File: src/rtl/vga_sync_timing_detector.sv
// Sync timing detector: measures incoming h/v sync timing and tracks
// lock on a stable line period, emitting per-line and per-frame strobes.
module vga_sync_timing_detector #(
    parameter int COUNTER_SIZE = 11,
    parameter int LOCK_LINES   = 4
) (
    input  logic                    control_clock,
    input  logic                    reset,
    input  logic                    h_sync,
    input  logic                    v_sync,
    output logic                    locked,
    output logic [COUNTER_SIZE-1:0] h_period,
    output logic [COUNTER_SIZE-1:0] h_pulse,
    output logic [COUNTER_SIZE-1:0] v_lines,
    output logic [COUNTER_SIZE-1:0] h_position,
    output logic                    line_start,
    output logic                    frame_start,
    output logic                    unlock_event
);

    localparam logic [COUNTER_SIZE-1:0] CNT_MAX    = '1;
    localparam logic [3:0]              MATCH_DONE = 4'(LOCK_LINES - 1);

    typedef enum logic [1:0] {
        SEARCH,
        MEASURE,
        LOCKED
    } state_t;

    state_t state, state_nx;

    logic [1:0] h_meta, v_meta;
    logic       h_dly, v_dly;
    logic       h_rise, h_fall, v_rise;

    logic [COUNTER_SIZE-1:0] h_cnt, h_cnt_inc;
    logic [COUNTER_SIZE-1:0] line_cnt, line_inc;
    logic [COUNTER_SIZE-1:0] pulse_cand;
    logic [COUNTER_SIZE-1:0] last_period, last_nx;
    logic [COUNTER_SIZE-1:0] period_nx, pulse_nx;
    logic [3:0]              match_cnt, match_nx;
    logic                    last_ok, last_ok_nx;
    logic                    period_ok, timeout;
    logic                    line_nx, frame_nx, unlock_nx;

    // Two synchronizer flops, then a registered edge detect.
    always_ff @(posedge control_clock or posedge reset) begin
        if (reset) begin
            h_meta <= '0;
            v_meta <= '0;
            h_dly  <= 1'b0;
            v_dly  <= 1'b0;
            h_rise <= 1'b0;
            h_fall <= 1'b0;
            v_rise <= 1'b0;
        end else begin
            h_meta <= {h_meta[0], h_sync};
            v_meta <= {v_meta[0], v_sync};
            h_dly  <= h_meta[1];
            v_dly  <= v_meta[1];
            h_rise <= h_meta[1] & ~h_dly;
            h_fall <= ~h_meta[1] & h_dly;
            v_rise <= v_meta[1] & ~v_dly;
        end
    end

    assign h_cnt_inc  = (h_cnt == CNT_MAX) ? CNT_MAX : h_cnt + 1'b1;
    assign line_inc   = (line_cnt == CNT_MAX) ? CNT_MAX : line_cnt + 1'b1;
    assign period_ok  = (h_cnt != CNT_MAX);
    // Fires on the edge where h_cnt lands on its saturation value.
    assign timeout    = ~h_rise & (h_cnt_inc == CNT_MAX);
    assign h_position = h_cnt;
    assign locked     = (state == LOCKED);

    always_ff @(posedge control_clock or posedge reset) begin
        if (reset) begin
            h_cnt      <= '0;
            line_cnt   <= '0;
            v_lines    <= '0;
            pulse_cand <= '0;
        end else begin
            h_cnt <= h_rise ? '0 : h_cnt_inc;
            if (h_fall) begin
                pulse_cand <= h_cnt_inc;
            end
            if (v_rise) begin
                v_lines  <= line_cnt;
                line_cnt <= h_rise ? COUNTER_SIZE'(1) : '0;
            end else if (h_rise) begin
                line_cnt <= line_inc;
            end
        end
    end

    always_ff @(posedge control_clock or posedge reset) begin
        if (reset) begin
            state        <= SEARCH;
            match_cnt    <= '0;
            last_period  <= '0;
            last_ok      <= 1'b0;
            h_period     <= '0;
            h_pulse      <= '0;
            line_start   <= 1'b0;
            frame_start  <= 1'b0;
            unlock_event <= 1'b0;
        end else begin
            state        <= state_nx;
            match_cnt    <= match_nx;
            last_period  <= last_nx;
            last_ok      <= last_ok_nx;
            h_period     <= period_nx;
            h_pulse      <= pulse_nx;
            line_start   <= line_nx;
            frame_start  <= frame_nx;
            unlock_event <= unlock_nx;
        end
    end

    always_comb begin
        state_nx   = state;
        match_nx   = match_cnt;
        last_nx    = last_period;
        last_ok_nx = last_ok;
        period_nx  = h_period;
        pulse_nx   = h_pulse;
        unlock_nx  = 1'b0;
        line_nx    = h_rise & (state == LOCKED);
        frame_nx   = v_rise & (state == LOCKED);
        unique case (state)
            SEARCH: begin
                if (h_rise) begin
                    state_nx   = MEASURE;
                    match_nx   = '0;
                    last_ok_nx = 1'b0;
                end
            end
            MEASURE: begin
                if (h_rise) begin
                    if (period_ok) begin
                        if (last_ok && (h_cnt_inc == last_period)) begin
                            match_nx = match_cnt + 4'd1;
                            if (match_nx >= MATCH_DONE) begin
                                state_nx  = LOCKED;
                                period_nx = h_cnt_inc;
                                pulse_nx  = pulse_cand;
                            end
                        end else begin
                            match_nx = '0;
                        end
                        last_nx    = h_cnt_inc;
                        last_ok_nx = 1'b1;
                    end else begin
                        match_nx   = '0;
                        last_ok_nx = 1'b0;
                    end
                end else if (timeout) begin
                    state_nx = SEARCH;
                end
            end
            LOCKED: begin
                if (h_rise) begin
                    if (period_ok && (h_cnt_inc == h_period)) begin
                        pulse_nx = pulse_cand;
                    end else begin
                        state_nx  = SEARCH;
                        unlock_nx = 1'b1;
                        line_nx   = 1'b0;
                    end
                end else if (timeout) begin
                    state_nx  = SEARCH;
                    unlock_nx = 1'b1;
                end
            end
            default: begin
                state_nx = SEARCH;
            end
        endcase
    end

endmodule

File: config.mk
export PLATFORM = sky130hd
export DESIGN_NAME = vga_sync_timing_detector
export DESIGN_NICKNAME = d
export VERILOG_FILES = /design/src/rtl/vga_sync_timing_detector.sv
export SDC_FILE = /design/constraint.sdc
export NUM_CORES = 1
export LEC_CHECK = 0
export BUFFER_PORTS_ARGS = -buffer_cell sky130_fd_sc_hd__buf_4
export CAP_MARGIN = 20
export CORE_ASPECT_RATIO = 0.6
export CORE_MARGIN = 2
export CORE_UTILIZATION = 55
export CTS_BUF_LIST = sky130_fd_sc_hd__clkbuf_2
export CTS_CLUSTER_SIZE = 10
export DETAILED_ROUTE_END_ITERATION = 6
export HOLD_SLACK_MARGIN = 0.1
export MAX_ROUTING_LAYER = met4
export PLACE_DENSITY = 0.83
export SLEW_MARGIN = 5
export SYNTH_ARGS = -nofsm -noshare
export SYNTH_HDL_FRONTEND = slang
export SYNTH_SLANG_ARGS = --single-unit
File: constraint.sdc
create_clock -name control_clock -period 4.8 [get_ports control_clock]
set_clock_uncertainty 0.15 [all_clocks]
set_input_delay 0.48 -clock control_clock [delete_from_list [all_inputs] [get_ports control_clock]]
set_output_delay 0.48 -clock control_clock [all_outputs]
set_load 0.01 [all_outputs]
==> flow_summary.toml, run 1 <==
[critical_path]
worst-path-buf-inv = 1
crit_chain = "ha_1 > and3_1 > nand3_4 > a211oi_2 > nand4_1 > nor4_4 > nand3_2 > a221oi_2 > buf_4 > mux2_4"
start_kind = "flop"
crit_family = "simple AND/OR/NAND/NOR gates"
max_stage_delay_ns = 0.63
cp.required_ns = 5.17
worstSetupEndpointType = "flop"
critPathSlowestCell = "ha_1"
critPathMaxFanout = 18
crit_type = "reg2reg"
cp_data_arrival_time_ns = 4.70

[cells_and_area]
mostFrequentLayoutCells = "96 x dfrtp_1, 55 x buf_4, 42 x nand2_1, 34 x nor2_1, 26 x o21ai_0"
area_growth_pct = 12.0
n_antenna_cell = 0
fin_nets = 522
final_layout_size_suffix_gt1_share_pct = 23.1
seq_area_mm2 = 0.00240
fin_util_pct = 64.0
multi_input_area_mm2 = 0.00228
design_area_mm2 = 0.00550
mostFrequentLayoutCell = "dfrtp_1"
fill_cells = 693

[global_route]
gr-total-overflow = 0
grt_use_total_pct = 27.6
grt_pass1_vias = 3760
grt_max_degree = 60
grt_pass1_wl_mm = 20.1
antenna_found_initial = 0

[clocking]
post_cts_buffers = 0
cts.clk_slew.worst_paths_ns = 0.28
cts_buffers = 9
ctsResizeCount = 0
cts_root_buf = "clkbuf_2"
cts_buffer_depth = 2
clk_latency_ns = 0.59
cts_tree = "built"
cts_sinks = 96
ctsHoldBuffers = 3
cts_max_level = 3

[route]
drtIter0Drc = 474
vias = 3900
drc = 0
finalWirelength_mm = 12.6
post_drt_wl_per_cell_um = 20.1
viasPerCell = 6.22
dr.pass1.iters = 5
ant_nets = 0

[outcome]
status = "complete, no violations"

[synthesis]
ys_ff_latch = 96
syn_inst = 468
synthTopCellsByArea = "dfrtp_1 49%, mux2_4 5.2%, mux2_2 4.4%, nand2_1 3.2%, o21ai_0 2.7%"
async_flop_share_pct = 100
synthAdderAreaFrac_pct = 2.04
synth_compound_area_share_pct = 12.4
synth_fp_nets = 480
synth_cell_type_count = 66
ys.flop_type = "dfrtp_1"
synth_area_mm2 = 0.00491
ys_warn_count = 0
synthSimpleGateAreaFrac_pct = 17.9
muxShareOfSynthArea_pct = 10.6
syn_area_per_cell_um2 = 10.5
synth_edf_count = 0
synth_top_cell_by_area = "dfrtp_1"
ys_seq_area_share_pct = 48.9
synth_top_family_by_area = "simple AND/OR/NAND/NOR gates"
synth_top_area_share_pct = 48.9
synth_xor_area_share_pct = 3.39

[power]
p_per_area_mw_per_mm2 = 395
p_leak_uw = 0.00256
swShare_pct = 36.0
p_comb_share_pct = 31.0
ir_drop_mv = 0.180
internal_power_uw = 1390
p_total_uw = 2170
p_seq_share_pct = 47.0
pwr-share-clk_pct = 21.9
p_sw_uw = 781

[sta]
drv_slew = 0
fin_crit_sh_pct = 90.2
min_period_ns = 4.33
max_slew_margin_pct = 44.8
rsz0062_at_grt = "no"
tightest_slew_ns = 0.821
hold_violations = 0
fmax_mhz = 231
finalSetupViolations = 0
hold_ws_ns = 0.240
fin_setup_tns_ns = 0

[placement]
postPlaceCellArea_mm2 = 0.00530
place_congestion = 0.981
hpwl_mm = 9.18
io_buffer_count = 51

[die]
start_util_pct = 57.2
ioPinCount = 52
dieHeight_um = 77.2
fp-row-count = 26
coreArea_mm2 = 0.00859
fp.dieW_um = 126
die-area_mm2 = 0.00972

[worst_hold_path]
hold_path.class = "reg2reg"

[run]
drv_cap = 0
-- Yosys cell counts, drive strengths merged, types with 3 or more instances --
library cell,count
a2111oi,3
a211oi,5
a21boi,3
a21oi,22
a31oi,6
and2,7
and3,9
and4,6
buf,18
clkbuf,10
dfrtp,96
ha,8
inv,18
mux2,36
mux2i,5
nand2,42
nand2b,3
nand3,24
nand4,7
nor2,35
nor2b,6
nor3,12
o21ai,27
o22ai,5
or3,3
xnor2,10
xor2,9
-- per-stage QoR --
| stage | setup slack [ns] | cells |
|---|---|---|
| after floorplan | 1.62 | 468 |
| after global placement | 0.875 | 607 |
| after detailed placement | 0.620 | 607 |
| after CTS | 0.582 | 626 |
| after global routing | 0.256 | 627 |
| final | 0.470 | 627 |
-- kinds of logic (layout without fill, tap and decap cells) --
kind of cell	count (synthesis)	after routing
AOI/OAI and AO/OA	92	92
xor gates and xnor gates	19	19
adders and majority gates	8	8
buffers and inverters	46	93
DFF	96	96
muxes	41	41
and+or+nand+nor	166	166
-- power by group through the flow --
stage | registers, µW | clock network (µW) | logic (µW)
2_1_floorplan | 999 | 0 | 467
6_report | 1020 | 475 | 673
3_3_place_gp | 1020 | 0 | 629
5_1_grt | 1030 | 516 | 727
3_5_place_dp | 1030 | 0 | 655
4_1_cts | 1020 | 484 | 662
-- sequential cells by signal, indices dropped and copies added, names as in the netlist --
register / count
line_cnt: 11
h_meta: 2
last_ok: 1
pulse_cand: 11
h_fall: 1
last_period: 11
match_cnt: 4
h_period: 11
v_rise: 1
v_lines: 11
h_rise: 1
v_meta: 2
frame_start: 1
h_pulse: 11
line_start: 1
v_dly: 1
h_position: 11
unlock_event: 1
state: 2
h_dly: 1
-- path summary, 6_finish.rpt --
check / start / endpoint / slack, ns / cells past startpoint
worst max register to register: h_position[1] / h_pulse[6] / 0.47 / 10
worst min-delay path: v_meta[0] / v_meta[1] / 0.24 / 0
max in group asynchronous: reset / match_cnt[0] / 3.13 / 5
worst max-delay path: h_position[1] / h_pulse[6] / 0.47 / 10
worst min register to register: v_meta[0] / v_meta[1] / 0.24 / 0
min in group asynchronous: reset / v_lines[1] / 0.27 / 3
-- final cells by class --
class	instances	share of cell area, %
inverter	18	1.25
sequential	96	43.7
clock inverter	7	1.84
tap	112	2.55
clock buffer	9	0.819
multi-input combinational	326	41.4
timing repair buffer	59	8.42
-- per-layer routing --
layer	global-route usage, %	up-vias	wire, µm
li1	-	1749	-
met1	41.0	1904	5990
met2	36.2	221	5130
met3	8.65	26	1260
met4	8.02	0	235
met5	-	-	0
-- worst register-to-register path, stage by stage (launching register included) --
cell and delay, ns:
dfrtp_1 0.57, ha_1 0.63, and3_1 0.49, nand3_4 0.23
a211oi_2 0.24, nand4_1 0.20, nor4_4 0.41, nand3_2 0.12
a221oi_2 0.58, buf_4 0.32, mux2_4 0.32
Note: power is estimated with default switching activity, not from simulation.
==> run 2: changes to the inputs <==
CORE_ASPECT_RATIO = 1.2   (was 0.6)
==> run 2 against run 1 <==
Against the previous run: combinational power is 6.7% lower; final area is 1.0% lower; sequential cell count stayed put; fmax is 2.2% higher; power is 7.5% lower.
==> flow_summary.toml, run 2 (synthesis results as in run 1) <==
[cells_and_area]
instances_no_fill = 631
mostFrequentLayoutCell = "dfrtp_1"
final_layout_size_suffix_gt1_share_pct = 23.2
fill_cells = 734
mostFrequentLayoutCells = "96 x dfrtp_1, 55 x buf_4, 42 x nand2_1, 34 x nor2_1, 26 x o21ai_0"
fin_nets = 521
n_antenna_cell = 0
area_growth_pct = 10.9

[route]
viasPerCell = 6.05
drc = 0
drtIter0Drc = 221
finalWirelength_mm = 11.6
dr.pass1.iters = 5
ant_nets = 0
vias = 3817
post_drt_wl_per_cell_um = 18.4

[power]
p_seq_share_pct = 50.5
p_sw_uw = 725
p_per_area_mw_per_mm2 = 369
pwr-share-clk_pct = 18.1
ir_drop_mv = 0.196
p_comb_share_pct = 31.3
internal_power_uw = 1280
p_leak_uw = 0.00252
p_total_uw = 2010
swShare_pct = 36.2

[critical_path]
max_stage_delay_ns = 0.71
crit_type = "reg2reg"
regToRegSetupSlack_ns = 0.56
worst-path-buf-inv = 0
rr_startpoint = "h_position[0]"
timing.rr.end = "h_period[0]"
crit_family = "simple AND/OR/NAND/NOR gates"
start_kind = "flop"
cp.required_ns = 5.12
critPathLaunch = "h_position[0]"
cp_data_arrival_time_ns = 4.55
crit_path_end = "h_period[0]"
critPathMaxFanout = 18
cp_common_cell = "and3_1"
critPathSlowestCell = "dfrtp_1"
cp_num_cells = 9
crit_chain = "ha_1 > and3_1 > nand3_4 > a211oi_2 > nand4_1 > nor4_4 > and3_1 > nand2_1 > mux2_4"
rr_worst_depth = 9
worstSetupEndpointType = "flop"

[sta]
min_period_ns = 4.24
fin_setup_tns_ns = 0
drv_slew = 0
finalSetupViolations = 0
fin_crit_sh_pct = 88.2
tightest_slew_ns = 0.889
max_slew_margin_pct = 40.6
fmax_mhz = 236
rsz0062_at_grt = "no"
hold_violations = 0

[die]
coreArea_mm2 = 0.00861
dieHeight_um = 107
fp-row-count = 37
die-area_mm2 = 0.00970
start_util_pct = 57.0
fp.dieW_um = 90.2
ioPinCount = 52

[worst_hold_path]
min_from = "v_meta[0]"
hold_path.class = "reg2reg"

[global_route]
gr-total-overflow = 0
antenna_found_initial = 0
grt_pass1_vias = 3801
grt_max_degree = 54
grt_use_total_pct = 25.5
grt_pass1_wl_mm = 18.9

[placement]
place_congestion = 0.927
hpwl_mm = 8.31
io_buffer_count = 51
dp.cells = 612

[clocking]
cts_buffers = 9
post_cts_buffers = 0
cts.clk_slew.worst_paths_ns = 0.29
cts_max_level = 3
cts_sinks = 96
clk_latency_ns = 0.56
cts_tree = "built"
cts_root_buf = "clkbuf_2"
cts_buffer_depth = 2

[outcome]
status = "complete, no violations"

[run]
drv_cap = 0
==> run 2: cell types whose count changed in the layout (fill, tap and decap cells not counted) <==
cell	delta
buf_12	-1
inv_6	-1
clkinv_8	+1
inv_8	-1
clkinv_4	-1
bufinv_16	-2
clkinv_1	-1
clkinvlp_4	+4
clkbuf_2	+1
==> run 2: worst min path at each step <==
stage,to,slack [ns],cells past startpoint
5_1_grt,v_meta[1],0.22,0
2_1_floorplan,h_meta[1],0.18,0
4_1_cts,v_meta[1],0.24,0
3_5_place_dp,v_meta[1],0.19,0
3_3_place_gp,h_meta[1],0.18,0
6_report,v_meta[1],0.22,0
==> run 2: power groups by stage <==
| stage | logic [µW] | clock network (µW) | registers [µW] |
|---|---|---|---|
| detailed placement | 622 | 0 | 1030 |
| CTS | 625 | 371 | 1010 |
| global route | 683 | 398 | 1030 |
| global placement | 602 | 0 | 1020 |
| floorplan | 467 | 0 | 999 |
| finish | 628 | 364 | 1010 |
==> run 2: metrics by stage <==
| step | area, µm² | hold slack, ns | utilization (%) | setup slack (ns) |
|---|---|---|---|---|
| 4_1_cts | 5440 | 0.243 | 63.2 | 0.627 |
| 6_report | 5440 | 0.218 | 63.2 | 0.564 |
| 3_3_place_gp | 5310 | 0.181 | 61.6 | 0.826 |
| 5_1_grt | 5440 | 0.215 | 63.2 | 0.279 |
| 3_5_place_dp | 5310 | 0.187 | 61.6 | 0.672 |
| 2_1_floorplan | 4910 | 0.181 | - | 1.62 |
==> run 2: cell type report <==
| type | count | area, µm² | share of cell area [%] |
|---|---|---|---|
| clock buffer | 10 | 50.0 | 0.920 |
| clock inverter | 6 | 55.1 | 1.01 |
| inverter | 18 | 68.8 | 1.26 |
| multi-input combinational | 326 | 2280 | 41.8 |
| sequential | 96 | 2400 | 44.1 |
| tap | 117 | 146 | 2.69 |
| timing repair buffer | 58 | 443 | 8.14 |
==> run 2: layer usage <==
layer / GRT usage, % / wire [µm] / vias up
li1: - / - / 1757
met1: 31.3 / 4810 / 1856
met2: 41.3 / 5620 / 167
met3: 3.01 / 708 / 37
met4: 14.5 / 504 / 0
met5: - / 0 / -
==> run 2: what timing repair did <==
item,CTS,global route
hold buffers,3,0
setup endpoints to repair,0,0
endpoints found under the hold margin,54,0
gates resized for setup,0,0
==> run 2: worst reg2reg max path, cell delays in order (launching register included) <==
cell	delay (ns)
dfrtp_1	0.71
ha_1	0.65
and3_1	0.48
nand3_4	0.23
a211oi_2	0.22
nand4_1	0.17
nor4_4	0.43
and3_1	0.28
nand2_1	0.39
mux2_4	0.44
==> run 3: changes to the inputs <==
CELL_PAD_IN_SITES_DETAIL_PLACEMENT = 0   (was not set)
CELL_PAD_IN_SITES_GLOBAL_PLACEMENT = 2   (was not set)
CORE_UTILIZATION = 43   (was 55)
PLACE_DENSITY = 0.95   (was 0.83)
RECOVER_POWER = 100   (was not set)
==> run 3 against run 2 <==
Against the previous run: the run now ends with max-capacitance violations, max-slew violations left; first-iteration DRC count increased by 5.4%; clock-buffer cell count unchanged; register-to-register slack improved by 0.02 ns; final area decreased by 4.0%; power decreased by 0.56%; worst hold slack improved by 0.011 ns; die area increased by 27%; sequential share of layout area increased by 1.8 points; fmax increased by 0.50%; combinational power decreased by 12%; global-route usage decreased by 3.9 points; sequential cell count unchanged.
==> flow_summary.toml, run 3 (synthesis results as in run 1) <==
[global_route]
grt_use_total_pct = 21.6
antenna_found_initial = 0
grt_pass1_wl_mm = 19.9
grt_pass1_vias = 3717
grt_max_degree = 60
gr-total-overflow = 0

[critical_path]
crit_family = "simple AND/OR/NAND/NOR gates"
cp_data_arrival_time_ns = 4.54
start_kind = "flop"
critPathMaxFanout = 16
worstSetupEndpointType = "flop"
rr_startpoint = "h_position[0]"
crit_type = "reg2reg"
max_stage_delay_ns = 0.69
timing.rr.end = "h_period[2]"
rr_worst_depth = 9
crit_chain = "ha_1 > and3_1 > nand3_1 > a211oi_1 > nand4_1 > nor4_4 > and3_1 > nand2_1 > mux2_1"
critPathSlowestCell = "dfrtp_1"
regToRegSetupSlack_ns = 0.59
cp.required_ns = 5.12
worst-path-buf-inv = 0
cp_common_cell = "and3_1"

[route]
drc = 0
drtIter0Drc = 233
viasPerCell = 5.65
post_drt_wl_per_cell_um = 18.4
dr.pass1.iters = 5
finalWirelength_mm = 12.3
vias = 3776
ant_nets = 0

[worst_hold_path]
hold_path_depth = 0
whs_endpoint = "v_meta[1]"
hold_path.class = "reg2reg"
min_from = "v_meta[0]"

[placement]
dp.cells = 649
place_congestion = 0.896
hpwl_mm = 8.79
io_buffer_count = 51
postPlaceCellArea_mm2 = 0.00535

[cells_and_area]
fin_nets = 521
mostFrequentLayoutCell = "dfrtp_1"
instances_no_fill = 668
mostFrequentLayoutCells = "96 x dfrtp_1, 49 x clkbuf_1, 42 x nand2_1, 34 x nor2_1, 26 x o21ai_0"
design_area_mm2 = 0.00523
area_growth_pct = 6.45
final_layout_size_suffix_gt1_share_pct = 9.53
fin_util_pct = 47.1
n_antenna_cell = 0

[sta]
fin_crit_sh_pct = 87.8
drv_slew = 60
max_slew_margin_pct = -79.9
tightest_slew_ns = 2.68
hold_violations = 0
fin_setup_tns_ns = 0
rsz0062_at_grt = "no"
finalSetupViolations = 0
min_period_ns = 4.21
fmax_mhz = 237

[power]
p_per_area_mw_per_mm2 = 382
p_leak_uw = 0.00229
p_total_uw = 2000
ir_drop_mv = 0.175

[run]
drv_cap = 1

[clocking]
clk_latency_ns = 0.58
cts_root_buf = "clkbuf_2"
cts_sinks = 96
cts_max_level = 3
cts_tree = "built"
ctsResizeCount = 0
cts_buffers = 9
cts.clk_slew.worst_paths_ns = 0.27
post_cts_buffers = 0
cts_buffer_depth = 2

[die]
die-area_mm2 = 0.0123
coreArea_mm2 = 0.0111
ioPinCount = 52
start_util_pct = 44.3
fp.dieW_um = 102
dieHeight_um = 121
fp-row-count = 42

[outcome]
violations = "max-capacitance violations, max-slew violations"
status = "finished, violations left"
-- run 3: cell types whose count changed in the layout (fill, tap and decap cells not counted), sizes merged --
cell      before  now
clkinv         2    3
clkbuf        10   63
clkinvlp       4    2
bufinv         0    1
buf           55    2
-- run 3: layout make-up --
cell class              instances  area (µm²)
clock buffers                  10        50.0
clock inverters                 6        80.1
fillers                      1098        5860
inverters                      18        68.8
multi-input cells             326        2170
flip-flops and latches         96        2400
well taps                     154         193
repair buffers                 58         256
-- run 3: per-stage QoR --
stage	worst slack, ns	hold slack, ns
final	0.585	0.228
after floorplan	1.62	0.181
after global routing	0.330	0.260
after detailed placement	0.900	0.186
after CTS	0.862	0.240
after global placement	1.03	0.183
-- run 3: worst max path at each step --
stage | startpoint | end | slack [ns] | depth (start not counted)
finish | h_position[0] | h_period[2] | 0.59 | 9
detailed placement | h_position[0] | h_period[6] | 0.90 | 9
global route | h_position[0] | h_period[2] | 0.33 | 9
floorplan | h_position[1] | h_pulse[0] | 1.62 | 13
global placement | h_position[0] | h_period[3] | 1.03 | 9
CTS | h_position[0] | h_period[6] | 0.86 | 9
-- run 3: where the power goes --
group | internal [µW] | switching [µW] | leakage, µW
sequential | 904 | 113 | 0.00128
combinational | 231 | 321 | 0.000934
clock | 131 | 295 | 0.0000755
total | 1270 | 729 | 0.00229
-- run 3: what timing repair did --
| action | in CTS | in global routing |
|---|---|---|
| hold endpoints to repair | 60 | 0 |
| hold buffers | 3 | 0 |
| endpoints found under the setup margin | 0 | 0 |
-- run 3: per-layer routing --
metal	up-vias	GRT usage, %	share of wire (%)
li1	1750	-	-
met1	1877	27.0	42
met2	122	34.3	50
met3	27	4.44	6.1
met4	0	8.61	2.3
met5	-	-	0
